`src/rtl/run_controller_pkg.sv`:
```
// Shared types for the CPU run controller: CPU error flags, controller states,
// host command opcodes and halt causes.
// Pure type/constant package, no logic, no latency, no flow control.
package run_controller_pkg;

    // One flag per CPU fault source; any non-zero value is a fault.
    typedef struct packed {
        logic decoder;
        logic alu;
    } CpuError;

    typedef enum logic [2:0] {
        RESETTING = 3'd0,
        IDLE      = 3'd1,
        RUNNING   = 3'd2,
        STEPPING  = 3'd3,
        STOPPED   = 3'd4,
        FAULT     = 3'd5
    } RunState;

    typedef enum logic [1:0] {
        RUN     = 2'd0,
        STEP    = 2'd1,
        HALT    = 2'd2,
        RESTART = 2'd3
    } RunCmd;

    typedef enum logic [1:0] {
        NONE   = 2'd0,
        EBREAK = 2'd1,
        ERROR  = 2'd2,
        HOST   = 2'd3
    } HaltCause;

endpackage

```
`src/rtl/run_controller.sv`:
```
// Sequences the CPU: reset pulse, clock enable for run / N-step, host halt and restart,
// halt-cause latching and a saturating executed-cycle counter.
// State updates one clk after an accepted command; cpu_enable masks combinationally on stop/error.
// Ports: clk/reset (sync, active-high); cmd_valid/cmd_ready/cmd_op/cmd_steps host command
// handshake (cmd_ready low only while RESETTING); cpu_stop/cpu_error from CPU; cpu_reset/
// cpu_enable to CPU; state/halt_cause/error_latched/cycle_count status.
module run_controller
    import run_controller_pkg::*;
#(
    parameter int RESET_CYCLES = 2,
    parameter int CYCLE_WIDTH  = 32,
    parameter int STEP_WIDTH   = 16
) (
    input  logic                   clk,
    input  logic                   reset,
    input  logic                   cmd_valid,
    output logic                   cmd_ready,
    input  RunCmd                  cmd_op,
    input  logic [STEP_WIDTH-1:0]  cmd_steps,
    input  logic                   cpu_stop,
    input  CpuError                cpu_error,
    output logic                   cpu_reset,
    output logic                   cpu_enable,
    output RunState                state,
    output HaltCause               halt_cause,
    output CpuError                error_latched,
    output logic [CYCLE_WIDTH-1:0] cycle_count
);

    // Counter holds RESET_CYCLES-1 down to 0, so clog2(RESET_CYCLES) bits suffice.
    localparam int RCW = (RESET_CYCLES > 1) ? $clog2(RESET_CYCLES) : 1;
    localparam logic [RCW-1:0] RST_LOAD = RCW'(RESET_CYCLES - 1);

    logic [RCW-1:0]         rst_cnt, rst_cnt_nxt;
    logic [STEP_WIDTH-1:0]  step_cnt, step_cnt_nxt;
    logic [CYCLE_WIDTH-1:0] cycle_cnt_nxt;
    RunState                state_nxt;
    HaltCause               cause_nxt;
    CpuError                err_nxt;
    logic                   cmd_acc;
    logic                   fault;

    assign cmd_ready = (state != RESETTING);
    assign cmd_acc   = cmd_valid && cmd_ready;
    assign fault     = (cpu_error != '0);

    always_ff @(posedge clk) begin
        if (reset) begin
            state         <= RESETTING;
            rst_cnt       <= RST_LOAD;
            step_cnt      <= '0;
            cycle_count   <= '0;
            halt_cause    <= NONE;
            error_latched <= '0;
        end else begin
            state         <= state_nxt;
            rst_cnt       <= rst_cnt_nxt;
            step_cnt      <= step_cnt_nxt;
            cycle_count   <= cycle_cnt_nxt;
            halt_cause    <= cause_nxt;
            error_latched <= err_nxt;
        end
    end

    always_comb begin
        state_nxt     = state;
        rst_cnt_nxt   = rst_cnt;
        step_cnt_nxt  = step_cnt;
        cycle_cnt_nxt = cycle_count;
        cause_nxt     = halt_cause;
        err_nxt       = error_latched;
        cpu_reset     = 1'b0;
        cpu_enable    = 1'b0;

        unique case (state)
            RESETTING: begin
                // CPU clock runs during reset so the CPU sees reset edges; stop/error ignored.
                cpu_reset  = 1'b1;
                cpu_enable = 1'b1;
                if (rst_cnt == '0) begin
                    state_nxt = IDLE;
                end else begin
                    rst_cnt_nxt = rst_cnt - RCW'(1);
                end
            end
            IDLE: begin
                if (cmd_acc) begin
                    if (cmd_op == RUN) begin
                        state_nxt = RUNNING;
                    end else if (cmd_op == STEP && cmd_steps != '0) begin
                        state_nxt    = STEPPING;
                        step_cnt_nxt = cmd_steps;
                    end
                end
            end
            RUNNING, STEPPING: begin
                // Kill the clock in the very cycle stop/error shows up so nothing
                // executes past the offending instruction.
                cpu_enable = !cpu_stop && !fault;
                if (fault) begin
                    state_nxt = FAULT;
                    err_nxt   = cpu_error;
                    cause_nxt = ERROR;
                end else if (cpu_stop) begin
                    state_nxt = STOPPED;
                    cause_nxt = EBREAK;
                end else if (cmd_acc && cmd_op == HALT) begin
                    state_nxt = IDLE;
                    cause_nxt = HOST;
                end else if (state == STEPPING) begin
                    if (step_cnt == STEP_WIDTH'(1)) begin
                        state_nxt = IDLE;
                    end else begin
                        step_cnt_nxt = step_cnt - STEP_WIDTH'(1);
                    end
                end
            end
            default: begin
                // STOPPED / FAULT: parked until RESTART.
            end
        endcase

        if (cpu_enable && !cpu_reset && cycle_count != '1) begin
            cycle_cnt_nxt = cycle_count + CYCLE_WIDTH'(1);
        end

        // RESTART outranks everything, including a fault raised in the same cycle.
        if (cmd_acc && cmd_op == RESTART) begin
            state_nxt     = RESETTING;
            rst_cnt_nxt   = RST_LOAD;
            cycle_cnt_nxt = '0;
            cause_nxt     = NONE;
            err_nxt       = '0;
        end
    end

endmodule
```
`config.mk`:
```
export PLATFORM = sky130hd
export DESIGN_NAME = run_controller
export DESIGN_NICKNAME = d
export VERILOG_FILES = /design/src/rtl/run_controller_pkg.sv /design/src/rtl/run_controller.sv
export SDC_FILE = /design/constraint.sdc
export NUM_CORES = 1
export LEC_CHECK = 0
export ABC_CLOCK_PERIOD_IN_PS = 2200
export CAP_MARGIN = 20
export CORE_AREA = 5 5 87 89
export DETAILED_ROUTE_END_ITERATION = 6
export DIE_AREA = 0 0 92 94
export GPL_TIMING_DRIVEN = 0
export PLACE_DENSITY = 0.81
export SETUP_SLACK_MARGIN = 0.02
export SYNTH_ARGS = -nofsm -noshare
export SYNTH_HDL_FRONTEND = slang
export SYNTH_SLANG_ARGS = --single-unit
```
`constraint.sdc`:
```
create_clock -name clk -period 2.2 [get_ports clk]
set_clock_uncertainty 0.1 [all_clocks]
set_input_delay 0.44 -clock clk [delete_from_list [all_inputs] [get_ports clk]]
set_output_delay 0.44 -clock clk [all_outputs]
set_load 0.05 [all_outputs]
```
=== After elaboration in Yosys (flattened, before gate mapping) ===
Index checks and enable logic that the tools add are counted.

* Flip-flop bits (word level): 56
* Bits of input ports: 24
* Output and inout port bits: 42
* Word-level logic and storage cells: 79

* Add/subtract/negate cells: 3
* Equal/unequal tests: 20
* Multiplexer cells: 25
* Reductions and logical operators: 24

{| class="wikitable"
|+ Operator list
! cell !! count
|-
| $mux 16 || 8
|-
| $add 32x1->32 const B || 1
|-
| $ne 32x32->1 const B || 1
|-
| $pmux 16 s2 || 1
|-
| $mux 3 || 9
|-
| $ne 2x2->1 const B || 9
|-
| $eq 16x1->1 const B || 1
|-
| $reduce_bool 16->1 || 1
|-
| $sub 16x1->16 const B || 1
|-
| $ne 5x5->1 const B || 2
|-
| $pmux 3 s3 || 1
|-
| $reduce_and 9->1 || 1
|-
| $reduce_bool 3->1 || 3
|-
| $logic_and 1x1->1 || 7
|-
| $eq 3x2->1 const B || 2
|-
| $mux 2 || 3
|-
| $reduce_and 6->1 || 1
|-
| $eq 2x2->1 const B || 2
|-
| $reduce_and 2->1 || 2
|-
| $reduce_bool 2->1 || 2
|-
| $reduce_or 2->1 || 2
|-
| $eq 3x1->1 const B || 1
|-
| $logic_not 1->1 || 3
|-
| $logic_not 3->1 || 1
|-
| other kinds (6) || 7
|}

=== Longest topological paths before layout ===
Gate-level depths: netlist (run 1).

* Depth after elaboration: 7
* Depth in mapped cells: 9
* Depth with buffers taken out: 8

=== Worst setup path before layout (run 1) ===
Ideal clock, no wire load.

* Path type: register to register
* Start: register state[2]
* End: register step_cnt[10]
* Setup time: 0.070 ns
* Arrival time: 2.952 ns
* Data required time: 2.030 ns
* Setup slack: -0.922 ns
* Stages on the path, launching flop included: 10
* Buffers on the path: 2
* Clock period less this slack: 3.122 ns
* Path through: dfxtp_1 > buf_2 > or3_1 > inv_1 > nor3_1 > nor3_1 > o21ai_1 > buf_2 > o21ai_0 > a21oi_1

* Word-level cells in the longest chain between the ends: 5
* Elaborated cells between the ends (all ways): 18
* Those cells by class: eq/ne (11); mux (1); reduce/logical (6)

{| class="wikitable"
|+ RTL lines
! element !! RTL line !! text
|-
| from (decl) || run_controller.sv:24 || <nowiki>output RunState state,</nowiki>
|-
| from (signal assigned) || run_controller.sv:56 || <nowiki>state <= state_nxt;</nowiki>
|-
| $reduce_bool 3->1 * || run_controller.sv:43 || <nowiki>assign cmd_ready = (state != RESETTING);</nowiki>
|-
| net cmd_ready || run_controller.sv:17 || <nowiki>output logic cmd_ready,</nowiki>
|-
| $logic_and 1x1->1 * || run_controller.sv:44 || <nowiki>assign cmd_acc = cmd_valid && cmd_ready;</nowiki>
|-
| $logic_and 1x1->1 || run_controller.sv:107 || <nowiki>end else if (cmd_acc && cmd_op == HALT) begin</nowiki>
|-
| $ne 2x2->1 (no source line) || n/a ||
|-
| $reduce_and 9->1 (no source line) * || n/a ||
|-
| to (signal assigned) || run_controller.sv:58 || <nowiki>step_cnt <= step_cnt_nxt;</nowiki>
|-
| to (decl) || run_controller.sv:35 || <nowiki>logic [STEP_WIDTH-1:0] step_cnt, step_cnt_nxt;</nowiki>
|}

The timed path passes the listed nets; every way through them passes the cells marked *.
A chain may end at the register's enable or synchronous reset.

=== Final worst setup path (run 1) ===
* Start: register step_cnt[1]
* End: register step_cnt[6]

* Word-level cells in the longest chain between the ends: 7
* Elaborated cells between the ends (all ways): 10
* Those cells by class: add/sub (1); eq/ne (2); mux (6); reduce/logical (1)

{| class="wikitable"
|+ RTL lines
! element !! RTL line !! text
|-
| $sub 16x1->16 || run_controller.sv:114 || <nowiki>step_cnt_nxt = step_cnt - STEP_WIDTH'(1);</nowiki>
|-
| $mux 16 || run_controller.sv:111 || <nowiki>if (step_cnt == STEP_WIDTH'(1)) begin</nowiki>
|-
| $mux 16 || run_controller.sv:110 || <nowiki>end else if (state == STEPPING) begin</nowiki>
|-
| $mux 16 || run_controller.sv:107 ||
|-
| $mux 16 || run_controller.sv:104 || <nowiki>end else if (cpu_stop) begin</nowiki>
|-
| $mux 16 || run_controller.sv:100 || <nowiki>if (fault) begin</nowiki>
|-
| $pmux 16 s2 || run_controller.sv:75 || <nowiki>unique case (state)</nowiki>
|}

Parallel ways exist; a longest one is shown, timed or not. The select of a mux whose other input is x is not followed.

==> impl_metrics.tcl, run 1 <==
set metrics [dict create \
    p_leak_nw 1.49 \
    core-area_mm2 0.00668 \
    synth_cells 389 \
    vias_per_cell 5.97 \
    swShare 0.419 \
    vdd_drop_max_mv 0.459 \
    cts_made_buffers 5 \
    max_stage_delay_ps 350 \
    comb_power_share 0.429 \
    grt_pass1_vias 2986 \
    port_buffers 65 \
    max_freq_mhz 467 \
    worstSetupPathType "reg -> reg" \
    synth_simple_gate_area_frac 0.310 \
    die_area_mm2 0.00865 \
    die_h_um 94 \
    drtIter0Drc 279 \
    ys_types 52 \
    layout_commonest_cell "clkdlybuf4s50_1" \
    post_synth.cell_area_avg_um2 7.72 \
    status "completed" \
    worstMarginPinSlew_ps 561 \
    maxCapViolCount 0 \
    ctsHoldBuffers 0 \
    drtPass1Iterations 5 \
    routed_wl_um 9280 \
    setup_tns_ps 0 \
    antenna_found_initial 0 \
    min_path_cells 1 \
    synth_top_family_by_area "simple AND/OR/NAND/NOR gates" \
    worstSkewPairLatency_ps 330 \
    fin_crit_ps 2140 \
    crit_path_max_fanout 5 \
    clk_pin_slew_ps 110 \
    drt-met1-wl_um 3800 \
    die_x_um 92 \
    min_period_over_period 0.974 \
    dr.max_layer_used "met4" \
    avgRoutedWirePerCell_um 16.7 \
    synth.mux.area_fraction 0.0167 \
    final-setup-viol-count 0 \
    p_seq_frac 0.371 \
    switching_power_w 0.00129 \
    relSlewSlack 0.626 \
    slew_viol_final 0 \
    path_depth 9 \
    drc 0 \
    fill_cells 563 \
    dr_wl_met3_um 695 \
    p_clk_frac 0.199 \
    timing.hold.ws_ps 366 \
    synth-compound-area-share 0.184 \
    synth-seq-area-share 0.373 \
    drive_gt1_frac 0.239 \
    root_buffer "clkbuf_8" \
    hp-class "reg -> reg" \
    path_cells "inv_1, ha_1, nor4b_2, and4b_2, nor3_4, o21a_2, clkbuf_4, nand2_1, a21oi_1" \
    htree_num_levels 2 \
    dr_wl_met2_um 4660 \
    clock_path_buffers 2 \
    critPathBufInv 2 \
    n_antenna_cell 0 \
    synth-edff-count 0 \
    grtUsageTotal 0.200 \
    rows 30 \
    synth-xor-area-share 0.0613 \
    layout_common_cells "clkdlybuf4s50_1, nor2_1, nand2_1, a21oi_1" \
    ys.flop_type "dfxtp_1" \
    grt_pass1_wl_um 14200 \
    start_util 0.449 \
    syn2layout_area_growth_pct 42.8 \
    cp-end-kind "flop" \
    vias 3317 \
    async_flop_share 0 \
    intPower_w 0.00179 \
    reg2reg_depth 9 \
    synth_area_mm2 0.00300 \
    crit_path_top_delay_cell "dfxtp_2" \
    clock-sinks 56 \
    place_hpwl_um 6480 \
    cp_top_family "simple AND/OR/NAND/NOR gates" \
    grt.overflow.total 0 \
    hold_viol 0 \
    mappedNetlistNets 416 \
    rsz0062_at_grt "yes" \
    crit_arrival_ps 2300 \
    cts_tree "yes" \
    ys_seq_elements 56 \
    startpoint_type "flop" \
    io_pins 66 \
    gp_congestion 0.900 \
    final_nets 502 \
    ant_nets 0 \
    synth_fa_ha_area_frac 0.0125 \
    required_ps 2360 \
    grt_max_degree 20 \
    power_density_mw_per_mm2 720 \
    yosys_warnings 0 \
]
==> what timing repair did <==
action | in CTS | in global routing
buffers inserted | 6 | 9
cloned | 1 | 1
setup endpoints to repair | 43 | 43
resized for setup | 36 | 37
endpoints found under the hold margin | 0 | 0
pin swaps | 6 | 17
==> registers in the layout, indices dropped and copies added, names as in the netlist <==
signal and count:
cycle_count 32, error_latched 2, halt_cause 2, rst_cnt 1
state 3, step_cnt 16
==> cells in the mapped netlist, types with 2 or more instances <==
cell / instances / area share
nor3b_1: 2 / 0.0050
o21a_1: 5 / 0.013
dfxtp_1: 56 / 0.37
nand2b_1: 3 / 0.0063
buf_6: 2 / 0.0075
a21oi_1: 27 / 0.045
a21o_1: 2 / 0.0050
o21ai_0: 23 / 0.038
a41oi_1: 2 / 0.0058
xnor2_1: 11 / 0.032
nor2_1: 48 / 0.060
nor2b_1: 4 / 0.0083
inv_1: 10 / 0.013
nand3_1: 16 / 0.027
a211oi_1: 7 / 0.018
o41ai_1: 3 / 0.0088
or3_2: 2 / 0.0050
xor2_1: 10 / 0.029
buf_2: 4 / 0.0067
ha_1: 3 / 0.013
or4_1: 2 / 0.0050
a31oi_1: 2 / 0.0042
nor3_1: 20 / 0.033
o31ai_1: 2 / 0.0050
o21ai_1: 2 / 0.0033
a31o_2: 2 / 0.0058
nand2_1: 46 / 0.058
o32ai_1: 3 / 0.0088
nor4_1: 11 / 0.023
mux2i_1: 5 / 0.017
nand4_1: 12 / 0.025
clkbuf_1: 11 / 0.014
o311ai_0: 2 / 0.0058
or3_1: 11 / 0.023
==> per-layer routing <==
layer / track usage / vias to the layer above
met2: 0.355 / 156
met1: 0.243 / 1564
met3: 0.0425 / 15
li1: - / 1582
met4: 0.0569 / 0
met5: 0 / -
==> logic make-up (layout without fill, tap and decap cells) <==
kind of cell | after synthesis | after routing
and+or+nand+nor | 188 | 189
AOI/OAI and AO/OA | 88 | 88
DFF | 56 | 56
buffers and inverters | 28 | 114
xor gates and xnor gates | 21 | 21
muxes | 5 | 5
adders and majority gates | 3 | 3
==> power groups by stage <==
stage | Clock (W) | Sequential [W] | Combinational (W)
2_1_floorplan | 0 | 0.00126 | 0.000760
3_3_place_gp | 0 | 0.00116 | 0.00120
3_5_place_dp | 0 | 0.00117 | 0.00123
4_1_cts | 0.000610 | 0.00114 | 0.00124
5_1_grt | 0.000657 | 0.00116 | 0.00141
6_report | 0.000616 | 0.00115 | 0.00132
==> metrics by stage <==
| stage | cell area [µm²] | std cells | power [W] | setup WS, ps | utilization |
|---|---|---|---|---|---|
| after floorplan | 3150 | 389 | 0.00202 | -74.3 | - |
| after global placement | 3900 | 534 | 0.00237 | -711 | 0.584 |
| after detailed placement | 3900 | 534 | 0.00239 | -762 | 0.584 |
| after CTS | 4100 | 548 | 0.00300 | -45.9 | 0.613 |
| after global routing | 4290 | 556 | 0.00322 | -50.4 | 0.642 |
| final | 4290 | 556 | 0.00309 | 57.5 | 0.642 |
==> worst reg2reg max path: stages, from the launching register on <==
cell      delay, ps
dfxtp_2         350
inv_1            70
ha_1            180
nor4b_2         160
and4b_2         280
nor3_4          290
o21a_2          260
clkbuf_4        210
nand2_1          60
a21oi_1         120
==> final cells by class <==
class | instances | area [µm²] | share of cell area
timing repair buffer | 81 | 769 | 0.180
multi-input combinational | 306 | 2010 | 0.468
tap | 80 | 100 | 0.0234
buffer | 15 | 93.8 | 0.0219
inverter | 10 | 41.3 | 0.00963
clock buffer | 5 | 68.8 | 0.0161
clock inverter | 3 | 23.8 | 0.00555
sequential | 56 | 1180 | 0.276
==> final timing paths <==
path	startpoint	endpoint	slack (ps)
setup / recovery	step_cnt[1]	step_cnt[6]	60
hold / removal	rst_cnt	rst_cnt	370
setup reg to reg	step_cnt[1]	step_cnt[6]	60
hold reg to reg	rst_cnt	rst_cnt	370
(Power assumes the default switching activity.)
==> inputs of run 2 (changes only) <==
Settings changed: ABC_CLOCK_PERIOD_IN_PS 2200 to 2600, CORE_AREA 5 5 87 89 to 5 5 81 83, DIE_AREA 0 0 92 94 to 0 0 86 88, PLACE_DENSITY 0.81 to 0.89, SETUP_SLACK_MARGIN 0.02 to 0.5.
Clock period 2.2 ns to 2.6 ns, I/O delays scaled along.
==> run 2 against run 1 <==
Compared with the run above: first-iteration DRC count rose by 46%; final area rose by 12%; via count rose by 16%; die area fell by 12%; wire length rose by 31%; sequential cell count did not move; register-to-register slack improved by 200 ps; critical path type unchanged; largest cell class unchanged.
==> impl_metrics.tcl, run 2 (synthesized netlist as in run 1, its figures left out) <==
set metrics [dict create \
    fin_crit_ps 2340 \
    setup_tns_ps 0 \
    core-area_mm2 0.00578 \
    vdd_drop_max_mv 0.458 \
    drtIter0Drc 407 \
    min_period_over_period 0.900 \
    dr_wl_met3_um 1300 \
    routed_wl_um 12200 \
    vias 3847 \
    fin_ws_ps 259 \
    maxCapViolCount 0 \
    largestRegisters "cycle_count (32), step_cnt (16), state (3)" \
    antenna_found_initial 0 \
    largest-register "cycle_count" \
    ant_nets 0 \
    rows 28 \
    worstSkewPairLatency_ps 330 \
    n_antenna_cell 0 \
    grt_max_degree 17 \
    dp_slack_ps -417 \
    p_leak_nw 2.06 \
    cts_made_buffers 5 \
    clock-sinks 56 \
    max_freq_mhz 427 \
    multi_input_area_mm2 0.00220 \
    layout_commonest_cell "nor2_1" \
    vias_per_cell 6.61 \
    crit_path_max_fanout 3 \
    post-route-util 0.830 \
    relSlewSlack 0.566 \
    grt_pass1_wl_um 15000 \
    drtPass1Iterations 6 \
    die_area_mm2 0.00757 \
    clk_pin_slew_ps 120 \
    drc 0 \
    syn2layout_area_growth_pct 59.8 \
    seqCellArea_mm2 0.00120 \
    ctsHoldBuffers 0 \
    final_nets 533 \
    gp_congestion 0.944 \
    startpoint_type "flop" \
    root_buffer "clkbuf_8" \
    status "completed" \
    drt-met1-wl_um 4080 \
    crit_path_top_delay_cell "and4b_2" \
    layout_common_cells "nor2_1, nand2_1, buf_4, dlygate4sd2_1, dfxtp_2" \
    htree_num_levels 2 \
    drive_gt1_frac 0.371 \
    cts_tree "yes" \
    die_h_um 88 \
    io_pins 66 \
    path_cells "inv_2, ha_2, nor4b_4, and4b_2, a211oi_4, nor4_2, buf_4, nor3b_4, nor3_1" \
    hold_viol 0 \
    grtUsageTotal 0.243 \
    dr_wl_met2_um 5850 \
    clock_path_buffers 2 \
    crit_arrival_ps 2450 \
    dr.max_layer_used "met4" \
    fill_cells 322 \
    avgRoutedWirePerCell_um 20.9 \
    place_hpwl_um 6410 \
    required_ps 2710 \
    grt.overflow.total 0 \
    rsz0062_at_grt "yes" \
    worstMarginPinSlew_ps 652 \
    die_x_um 86 \
    timing.hold.ws_ps 389 \
    cp-end-kind "flop" \
    crit_start "step_cnt[1]" \
    final-setup-viol-count 0 \
    port_buffers 65 \
    grt_pass1_vias 3276 \
    hp-class "reg -> reg" \
    power.total_w 0.00296 \
    largest_register_ffs 32 \
    start_util 0.519 \
    worstSetupPathType "reg -> reg" \
    max_stage_delay_ps 380 \
    slew_viol_final 0 \
    power_density_mw_per_mm2 616 \
    min_from "step_cnt[10]" \
    r2r-start "step_cnt[1]" \
]
## run 2: cell types whose count changed in the layout (fill, tap and decap cells not counted), sizes merged
| cell | previous run | this run |
|---|---|---|
| inv | 12 | 9 |
| clkdlybuf4s50 | 59 | 4 |
| buf | 20 | 56 |
| or3 | 15 | 14 |
| dlygate4sd2 | 2 | 37 |
| dlymetal6s2s | 0 | 18 |
| clkinv | 0 | 1 |
## run 2: what timing repair did
action | CTS | global route
gates cloned | 2 | 1
pin swaps | 15 | 39
resized for setup | 90 | 109
endpoints found under the hold margin | 0 | 0
setup endpoints to repair | 95 | 48
setup buffers | 14 | 28
## run 2: per-layer routing
metal  GRT usage  vias up
li1            -     1639
met1       0.270     1767
met2       0.451      336
met3      0.0499      105
met4      0.0993        0
met5           0        -
## run 2: final timing paths
path | cells after the start | end | slack [ps]
max reg2reg | 9 | state[0] | 260
min reg2reg | 2 | step_cnt[10] | 390
min | 2 | step_cnt[10] | 390
max | 9 | state[0] | 260
## run 2: power breakdown
group / total [W] / internal [W] / switching, W
registers: 0.000989 / 0.000909 / 0.0000793
clock network: 0.000512 / 0.000194 / 0.000318
logic: 0.00146 / 0.000558 / 0.000898
total: 0.00296 / 0.00166 / 0.00129
## run 2: worst max-delay path: cells and delay by family, from the launching register on
family                     cells  cell delay (ps)
adders and majority gates      1              180
and+or+nand+nor                5             1210
AOI/OAI and AO/OA              1              110
buffers and inverters          2              260
DFF                            1              360
## run 2: final cells by class
type                       count  area share
buffer                        18      0.0308
clock buffer                   7      0.0159
clock inverter                 1     0.00183
inverter                      10     0.00861
multi-input combinational    305       0.459
sequential                    56       0.250
tap                           75      0.0196
timing repair buffer         110       0.214
## run 2: metrics by stage
step                      cell area (µm²)  cells
after floorplan                      3190    389
after global placement               3930    529
after detailed placement             3930    529
after CTS                            4170    553
after global routing                 4800    582
final                                4800    582
==> inputs of run 3 (changes only) <==
Settings changed: CAP_MARGIN 20 to not set.
==> results of run 3 <==
The final DEF is identical to that of run 2; final timing and power are the same.
